## config.mk

```make
export PLATFORM = sky130hd
export DESIGN_NAME = opram_sequencer
export DESIGN_NICKNAME = d
export VERILOG_FILES = /design/src/rtl/opram_pkg.sv /design/src/rtl/opram_mem.sv /design/src/rtl/opram_sequencer.sv
export SDC_FILE = /design/constraint.sdc
export NUM_CORES = 1
export LEC_CHECK = 0
export BUFFER_PORTS_ARGS = -buffer_cell sky130_fd_sc_hd__buf_2
export CAP_MARGIN = 0
export CORE_MARGIN = 2
export CORE_UTILIZATION = 60
export DETAILED_ROUTE_END_ITERATION = 8
export PLACE_DENSITY_LB_ADDON = 0.15
export RECOVER_POWER = 25
export SLEW_MARGIN = 20
export SYNTH_ARGS = -nofsm -noshare
export SYNTH_HDL_FRONTEND = slang
export SYNTH_SLANG_ARGS = --single-unit
```

## constraint.sdc

```tcl
create_clock -name clk -period 8.4 [get_ports clk]
set_input_delay 0.84 -clock clk [delete_from_list [all_inputs] [get_ports clk]]
set_output_delay 0.84 -clock clk [all_outputs]
set_load 0.02 [all_outputs]
```

## src/rtl/opram_pkg.sv

```systemverilog
// Shared state encoding for the op-RAM sequencer.
package opram_pkg;

   localparam int STATE_W = 2;

   localparam logic [STATE_W-1:0] ENC_IDLE = 2'd0;
   localparam logic [STATE_W-1:0] ENC_LOAD = 2'd1;
   localparam logic [STATE_W-1:0] ENC_RUN  = 2'd2;

   typedef enum logic [STATE_W-1:0] {
      ST_IDLE = ENC_IDLE,
      ST_LOAD = ENC_LOAD,
      ST_RUN  = ENC_RUN
   } state_t;

endpackage

```

## src/rtl/opram_mem.sv

```systemverilog
// Op storage: one write port, one registered read port.
// The read register only updates on rd_en, so a stalled consumer sees a stable word.
module opram_mem #(
   parameter int OP_W   = 8,
   parameter int ADDR_W = 4
) (
   input  logic              clk,
   input  logic              wr_en,
   input  logic [ADDR_W-1:0] wr_addr,
   input  logic [OP_W-1:0]   wr_data,
   input  logic              rd_en,
   input  logic [ADDR_W-1:0] rd_addr,
   output logic [OP_W-1:0]   rd_data
);

   logic [OP_W-1:0] mem [0:(1<<ADDR_W)-1];

   always_ff @(posedge clk) begin
      if (wr_en) mem[wr_addr] <= wr_data;
      if (rd_en) rd_data <= mem[rd_addr];
   end

endmodule

```

## src/rtl/opram_sequencer.sv

```systemverilog
// Loads a short op program into RAM, then plays it out over a valid/ready port.
//   state   | meaning
//   IDLE    | program held, waiting for load_start or run
//   LOAD    | accepting op words into RAM at wptr
//   RUN     | fetching and presenting ops at pc
module opram_sequencer
   import opram_pkg::*;
#(
   parameter int OP_W   = 8,
   parameter int ADDR_W = 4,
   parameter int LOOP   = 1
) (
   input  logic              clk,
   input  logic              rst,
   input  logic              load_start,
   input  logic              load_valid,
   input  logic [OP_W-1:0]   load_op,
   input  logic              load_done,
   output logic              load_ready,
   input  logic              run,
   input  logic              stop,
   input  logic              jump,
   input  logic [ADDR_W-1:0] jump_addr,
   output logic [OP_W-1:0]   op,
   output logic              op_valid,
   input  logic              op_ready,
   output logic [ADDR_W-1:0] pc,
   output logic [ADDR_W:0]   prog_len,
   output logic              busy,
   output logic              err
);

   localparam logic [ADDR_W:0] FULL = {1'b1, {ADDR_W{1'b0}}};

   state_t            state, state_nxt;
   logic [ADDR_W-1:0] wptr, wptr_nxt, pc_nxt, inc_pc, rd_addr;
   logic [ADDR_W:0]   len_nxt;
   logic              valid_nxt, err_nxt;
   logic              wr_en, rd_en, at_last, jump_ok;
   logic [OP_W-1:0]   rd_data;

   opram_mem #(.OP_W(OP_W), .ADDR_W(ADDR_W)) u_mem (
      .clk     (clk),
      .wr_en   (wr_en),
      .wr_addr (wptr),
      .wr_data (load_op),
      .rd_en   (rd_en),
      .rd_addr (rd_addr),
      .rd_data (rd_data)
   );

   assign at_last = ({1'b0, pc} == (prog_len - 1'b1));
   assign inc_pc  = at_last ? '0 : pc + 1'b1;
   assign jump_ok = ({1'b0, jump_addr} < prog_len);

   always_ff @(posedge clk or posedge rst) begin
      if (rst) begin
         state    <= ST_IDLE;
         pc       <= '0;
         wptr     <= '0;
         prog_len <= '0;
         op_valid <= 1'b0;
         err      <= 1'b0;
      end else begin
         state    <= state_nxt;
         pc       <= pc_nxt;
         wptr     <= wptr_nxt;
         prog_len <= len_nxt;
         op_valid <= valid_nxt;
         err      <= err_nxt;
      end
   end

   always_comb begin
      state_nxt = state;
      pc_nxt    = pc;
      wptr_nxt  = wptr;
      len_nxt   = prog_len;
      valid_nxt = op_valid;
      err_nxt   = err;
      wr_en     = 1'b0;
      rd_en     = 1'b0;
      rd_addr   = pc;
      unique case (state)
         ST_IDLE: begin
            if (load_start) begin
               state_nxt = ST_LOAD;
               wptr_nxt  = '0;
               len_nxt   = '0;
               err_nxt   = 1'b0;
            end else if (run) begin
               if (prog_len == '0) begin
                  err_nxt = 1'b1;
               end else begin
                  state_nxt = ST_RUN;
                  pc_nxt    = '0;
                  valid_nxt = 1'b0;
               end
            end
         end
         ST_LOAD: begin
            // A word arriving with load_done is still stored.
            if (load_valid) begin
               wr_en    = 1'b1;
               wptr_nxt = wptr + 1'b1;
               len_nxt  = prog_len + 1'b1;
               if (len_nxt == FULL) state_nxt = ST_IDLE;
            end
            if (load_done) state_nxt = ST_IDLE;
         end
         ST_RUN: begin
            if (stop) begin
               state_nxt = ST_IDLE;
               valid_nxt = 1'b0;
            end else if (jump && jump_ok) begin
               // Target is read on the following cycle, leaving one bubble.
               pc_nxt    = jump_addr;
               valid_nxt = 1'b0;
            end else begin
               if (jump) err_nxt = 1'b1;
               if (!op_valid) begin
                  rd_en     = 1'b1;
                  valid_nxt = 1'b1;
               end else if (op_ready) begin
                  if (at_last && LOOP == 0) begin
                     state_nxt = ST_IDLE;
                     valid_nxt = 1'b0;
                  end else begin
                     pc_nxt  = inc_pc;
                     rd_en   = 1'b1;
                     rd_addr = inc_pc;
                  end
               end
            end
         end
         default: state_nxt = ST_IDLE;
      endcase
   end

   assign op         = op_valid ? rd_data : '0;
   assign load_ready = (state == ST_LOAD);
   assign busy       = (state != ST_IDLE);

endmodule

```

Yosys cells after proc, flatten, opt, wreduce, memory -nomap -nowiden. Memory sizes are Yosys's and may differ from the RTL's. A register that Yosys moved wholly into a read port is not among the register bits. Index checks and enable logic that the tools add are counted.

Register bits: 17. Bits in writable memories: 128. Output and inout bits: 21. Word-level logic and storage cells: 90. Memories: 1.

Add/subtract/negate cells: 4. Magnitude comparators: 1. Eq/ne operators: 18. Multiplexer cells: 49. Reductions and logical operators: 11.

Memories: u_mem.mem (depth 16, bits a word 8, rd ports 1, clocked after memory_dff 1, write ports 1, line opram_mem.sv:16) `logic [OP_W-1:0] mem [0:(1<<ADDR_W)-1];`.

Operator list (number): 4-bit two-way mux (13); 1-bit two-way mux (20); 2-bit inequality test (second input constant) (9); 4-bit one-hot mux with 2 select lines (2); 2-bit two-way mux (7); 3-bit inequality test (second input constant) (4); 5-bit two-way mux (2); 5-bit one-hot mux with 2 select lines (1); 5-bit AND reduction (2); 4-bit by 1-bit adder with 4-bit output (second input constant) (2); 8-bit two-way mux (1); 2-bit one-hot mux with 3 select lines (1); 6-bit AND reduction (1); 2-bit nonzero test (3); 5-bit by 1-bit adder with 5-bit output (second input constant) (1); 4-bit by 5-bit == test with 1-bit output (1); 5-bit == test (second input constant) (1); 5-bit logical NOT (1); 4-bit by 5-bit < comparator with 1-bit output (1); 5-bit by 1-bit subtractor with 5-bit output (second input constant) (1); 1-bit one-hot mux with 2 select lines (2); 4-bit AND reduction (1); 3-bit by 2-bit inequality test with 1-bit output (second input constant) (1); 3-bit AND reduction (1); other kinds (4) (4).

Depth between registers and ports, before layout.
Word-level depth: 8. Depth in mapped cells: 12. Gate-level depth less buffers: 10.

Hierarchy. Synthesis repeated with hierarchy kept, for this count alone.

Cells, all modules: 377. Area total of the unflattened synthesis: 6495.0 um^2.

Modules (own cells, without submodules): opram_mem (times used 1, cells each 229, area each 5227.5 um^2, sequential area each 4083.9 um^2); opram_sequencer (times used 1, cells each 148, area each 1267.5 um^2, sequential area each 425.4 um^2).

Least setup slack after synthesis. Ideal clock, no wire load.

Path kind: input-to-reg. Start point: input port jump_addr[2]. End point: register u_mem.rd_data[2] (read register of u_mem.mem) (data pin). Data arrival time: 2931 ps. Required time: 8141 ps. Slack: 5210 ps. Cell stages on the path: 10. Buffers on the path: 1. Cells stage by stage: ha_1 a21oi_1 o21ai_2 a21oi_2 nor3_4 mux2i_4 buf_6 mux4_1 a22oi_1 nand2_1.

Longest elaborated chain between the ends: 5.

RTL lines: from (decl) (line opram_sequencer.sv:23) `input logic [ADDR_W-1:0] jump_addr,`; 4-bit by 5-bit < comparator with 1-bit output * (line opram_sequencer.sv:54) `assign jump_ok = ({1'b0, jump_addr} < prog_len);`; 1-bit logical AND * (line opram_sequencer.sv:115) `end else if (jump && jump_ok) begin`; 4-bit two-way mux / 1-bit two-way mux (equally long branches) (line opram_sequencer.sv:115); 4-bit two-way mux / 1-bit two-way mux (equally long branches) (line opram_sequencer.sv:112) `if (stop) begin`; 4-bit two-way mux / 1-bit two-way mux (equally long branches) (line opram_sequencer.sv:84) `unique case (state)`; to (decl) (line opram_mem.sv:13) `output logic [OP_W-1:0] rd_data`.

Every way passes the cells marked *; elsewhere a longest branch is shown, timed or not. A chain may end at the register's enable or synchronous reset.

Worst setup path after layout.
Start point: register prog_len[0]. End point: register u_mem.rd_data[7] (read register of u_mem.mem) (data pin).

Longest elaborated chain between the ends: 8.

RTL lines: from (decl) (line opram_sequencer.sv:28) `output logic [ADDR_W:0] prog_len,`; from (signal assigned) (line opram_sequencer.sv:68) `prog_len <= len_nxt;`; 5-bit by 1-bit subtractor with 5-bit output (line opram_sequencer.sv:52) `assign at_last = ({1'b0, pc} == (prog_len - 1'b1));`; 4-bit by 5-bit == test with 1-bit output (line opram_sequencer.sv:52); 4-bit two-way mux (line opram_sequencer.sv:53) `assign inc_pc = at_last ? '0 : pc + 1'b1;`; 4-bit two-way mux (2 in series); 4-bit two-way mux (line opram_sequencer.sv:115); 4-bit two-way mux (line opram_sequencer.sv:112); 4-bit two-way mux (line opram_sequencer.sv:84).

Several ways; a longest one is shown, not always the timed one.

==> flow_metrics.py <==
metrics = {
    "synth": {
        "synthTopCellsByCount": "edfxtp_1, and2_1, nand2_1, mux4_2, a22oi_1",
        "synth_top_area_cell": "edfxtp_1",
        "yosys_warnings": 0,
        "synth.avg_cell_area_sq_um": 17.24,
        "ys_types": 44,
        "syn_nets": 409,
        "synth_ff_type": "edfxtp_1",
        "async_flop_share": 0.1111,
        "syn_inst": 378,
        "synth_edf_count": 136,
        "synth_top_area_frac": 0.6266,
        "syn_area_sq_um": 6518,
        "yosysMostFrequentCell": "edfxtp_1",
        "synth-seq-cells": 153,
        "ys_seq_area_frac": 0.6919,
        "ys_top_cells_by_area": "edfxtp_1, mux4_2, dfrtp_1, mux4_1, and2_1",
    },
    "timing": {
        "rsz0062_at_grt": "false",
        "maxSlewViolCount": 0,
        "fin_crit_sh": 0.4712,
        "tns_ns": 0,
        "fin_skew_ns": 0.01023,
        "hold_violations": 0,
        "fmax_mhz": 252.6,
        "layout_min_cycle_time_ns": 3.958,
        "relSlewSlack": 0.3164,
        "setup_viol": 0,
        "worst_pin_slew_ns": 1.025,
        "fin_hold_ws_ns": 0.3962,
    },
    "place": {
        "gp_congestion": 0.9162,
        "portBuffers": 41,
        "dp_hpwl_um": 8629,
        "placed_cells": 549,
    },
    "worst_setup_path": {
        "r2r_start": "prog_len[0]",
        "cp-start-kind": "flip-flop",
        "criticalPathCategory": "reg -> reg",
        "r2r_slack_ns": 4.44,
        "worstPathRequired_ns": 8.68,
        "r2r_cells": 11,
        "critPathLaunch": "prog_len[0]",
        "r2r-end": "u_mem.rd_data[7]",
        "setup.worst_path.end_class": "flip-flop",
        "cp.arrival_ns": 4.23,
        "crit_path_max_fanout": 26,
    },
    "routing": {
        "ant_nets": 0,
        "drc_errors": 0,
        "postRouteWirelength_um": 13200,
        "viasPerCell": 6.188,
        "via_count": 3595,
        "drtPass1Iterations": 5,
        "avgRoutedWirePerCell_um": 22.71,
        "drt_iter0_markers": 370,
    },
    "global_route": {
        "grt_max_degree": 33,
        "first_global_vias": 3707,
        "grt_usage": 0.2475,
        "antenna_found_initial": 0,
        "grt_overflow": 0,
        "grt_pass1_wl_um": 20340,
    },
    "final_layout": {
        "drive_gt1_frac": 0.2177,
        "regArea_sq_um": 4509,
        "multi_input_area_sq_um": 1894,
        "fin_nets": 459,
        "final_core_util": 0.6906,
        "final_cells": 581,
        "syn_to_final_growth_pct": 13.36,
        "diodes": 0,
        "nFillCells": 699,
    },
    "pwr": {
        "peakVddDrop_v": 0.0002086,
        "p_leak_nw": 2.685,
        "powerDensity_nw_per_um2": 288.2,
    },
    "cts": {
        "postCtsSetupRepairBufs": 0,
        "cts_tree": "yes",
        "ctsHoldBuffers": 0,
        "clk_pin_slew_ns": 0.07,
        "cts_root_buf": "clkbuf_8",
        "clock_latency_ns": 0.54,
        "htreeDepth": 4,
        "cts.sinks": 153,
        "cts_made_buffers": 17,
        "clockBufferDepth": 2,
        "cts_resized": 0,
    },
    "floorplanning": {
        "pin_count": 42,
        "die-area_sq_um": 11710,
        "initial_core_util": 0.6092,
        "rows": 38,
        "core_sq_um": 10700,
        "die_w_um": 108.2,
        "dieHeight_um": 108.2,
    },
    "run_status": {
        "status": "completed",
    },
    "job": {
        "maxCapViolations": 0,
    },
    "hold_path": {
        "hold_class": "in -> async",
    },
}
[how the worst max path moves through the flow]
| stage | endpoint | depth (start not counted) |
|---|---|---|
| finish | u_mem.rd_data[7] | 11 |
| floorplan | u_mem.rd_data[2] | 10 |
| global placement | u_mem.rd_data[7] | 11 |
| CTS | u_mem.rd_data[7] | 11 |
| global route | u_mem.rd_data[7] | 11 |
| detailed placement | u_mem.rd_data[1] | 11 |
[layout make-up]
| type | count | area share |
|---|---|---|
| Timing Repair Buffer | 43 | 0.02845 |
| Tap cell | 140 | 0.02371 |
| Multi-Input combinational cell | 201 | 0.2564 |
| Clock buffer | 17 | 0.05605 |
| Clock inverter | 15 | 0.01897 |
| Inverter | 12 | 0.006097 |
| Sequential cell | 153 | 0.6103 |
[critical path, stage by stage (launching register included)]
cell,delay (ns)
dfrtp_1,0.51
inv_1,0.08
ha_1,0.24
xor2_1,0.23
o211ai_1,0.16
a211oi_4,0.44
nor3_4,0.12
mux2i_4,0.36
buf_4,0.51
mux4_1,0.62
a22oi_1,0.31
nand2_1,0.11
[metal layers]
layer,part of all wire,wire length (um),vias to the layer above,track usage
met4,0.014,179,0,0.09982
met2,0.49,6504,148,0.3917
li1,-,-,1608,-
met3,0.064,847,17,0.05967
met1,0.43,5665,1822,0.3360
met5,0,0,-,0
[placed cells by master, fill, tap and decap left out, types with 2 or more instances in the layout]
| cell type | instances |
|---|---|
| a21o_1 | 2 |
| a21oi_1 | 8 |
| a221o_1 | 2 |
| a22o_1 | 4 |
| a22oi_1 | 20 |
| and2_1 | 26 |
| and3_1 | 3 |
| buf_2 | 33 |
| buf_4 | 2 |
| clkbuf_1 | 8 |
| clkbuf_16 | 16 |
| clkinv_1 | 2 |
| clkinv_4 | 4 |
| dfrtp_1 | 17 |
| edfxtp_1 | 136 |
| ha_1 | 10 |
| inv_1 | 12 |
| inv_6 | 5 |
| mux4_1 | 10 |
| mux4_2 | 22 |
| nand2_1 | 26 |
| nand3_1 | 4 |
| nand4_1 | 2 |
| nor2_1 | 18 |
| nor2b_1 | 3 |
| nor3_1 | 3 |
| nor3b_1 | 2 |
| o2111ai_1 | 3 |
| o21ai_0 | 8 |
| xnor2_1 | 3 |
| xor2_1 | 6 |
[state kept, by name (all words and copies together), names as in the netlist]
| name | cells |
|---|---|
| u_mem.mem | 128 |
| u_mem.rd_data | 8 |
| prog_len | 5 |
| pc | 4 |
| wptr | 4 |
| state | 2 |
| err | 1 |
| op_valid | 1 |
[cell families (layout without fill, tap and decap cells)]
family,after synthesis,count (layout),synth area share
AOI/OAI and AO/OA,56,56,0.06412
xor gates and xnor gates,9,9,0.01210
adders and majority gates,10,10,0.01920
buffers and inverters,24,87,0.01747
DFF,153,153,0.6919
muxes,33,33,0.1198
and+or+nand+nor,93,93,0.07545
[report_power, final]
group	leakage, nW	switching, mW	internal [mW]
Combinational	0.961	0.272	0.214
Sequential	1.45	0.0484	0.882
Clock	0.271	0.314	0.398
[through the flow]
step	total power [mW]	setup slack, ns	instance area [sq um]
after floorplan	1.318	5.210	6518
after global placement	1.417	4.341	6844
after detailed placement	1.435	4.271	6844
after CTS	2.146	4.410	7398
after global routing	2.225	4.181	7388
final	2.129	4.442	7388
No activity file was read; power rests on OpenSTA's default activity.
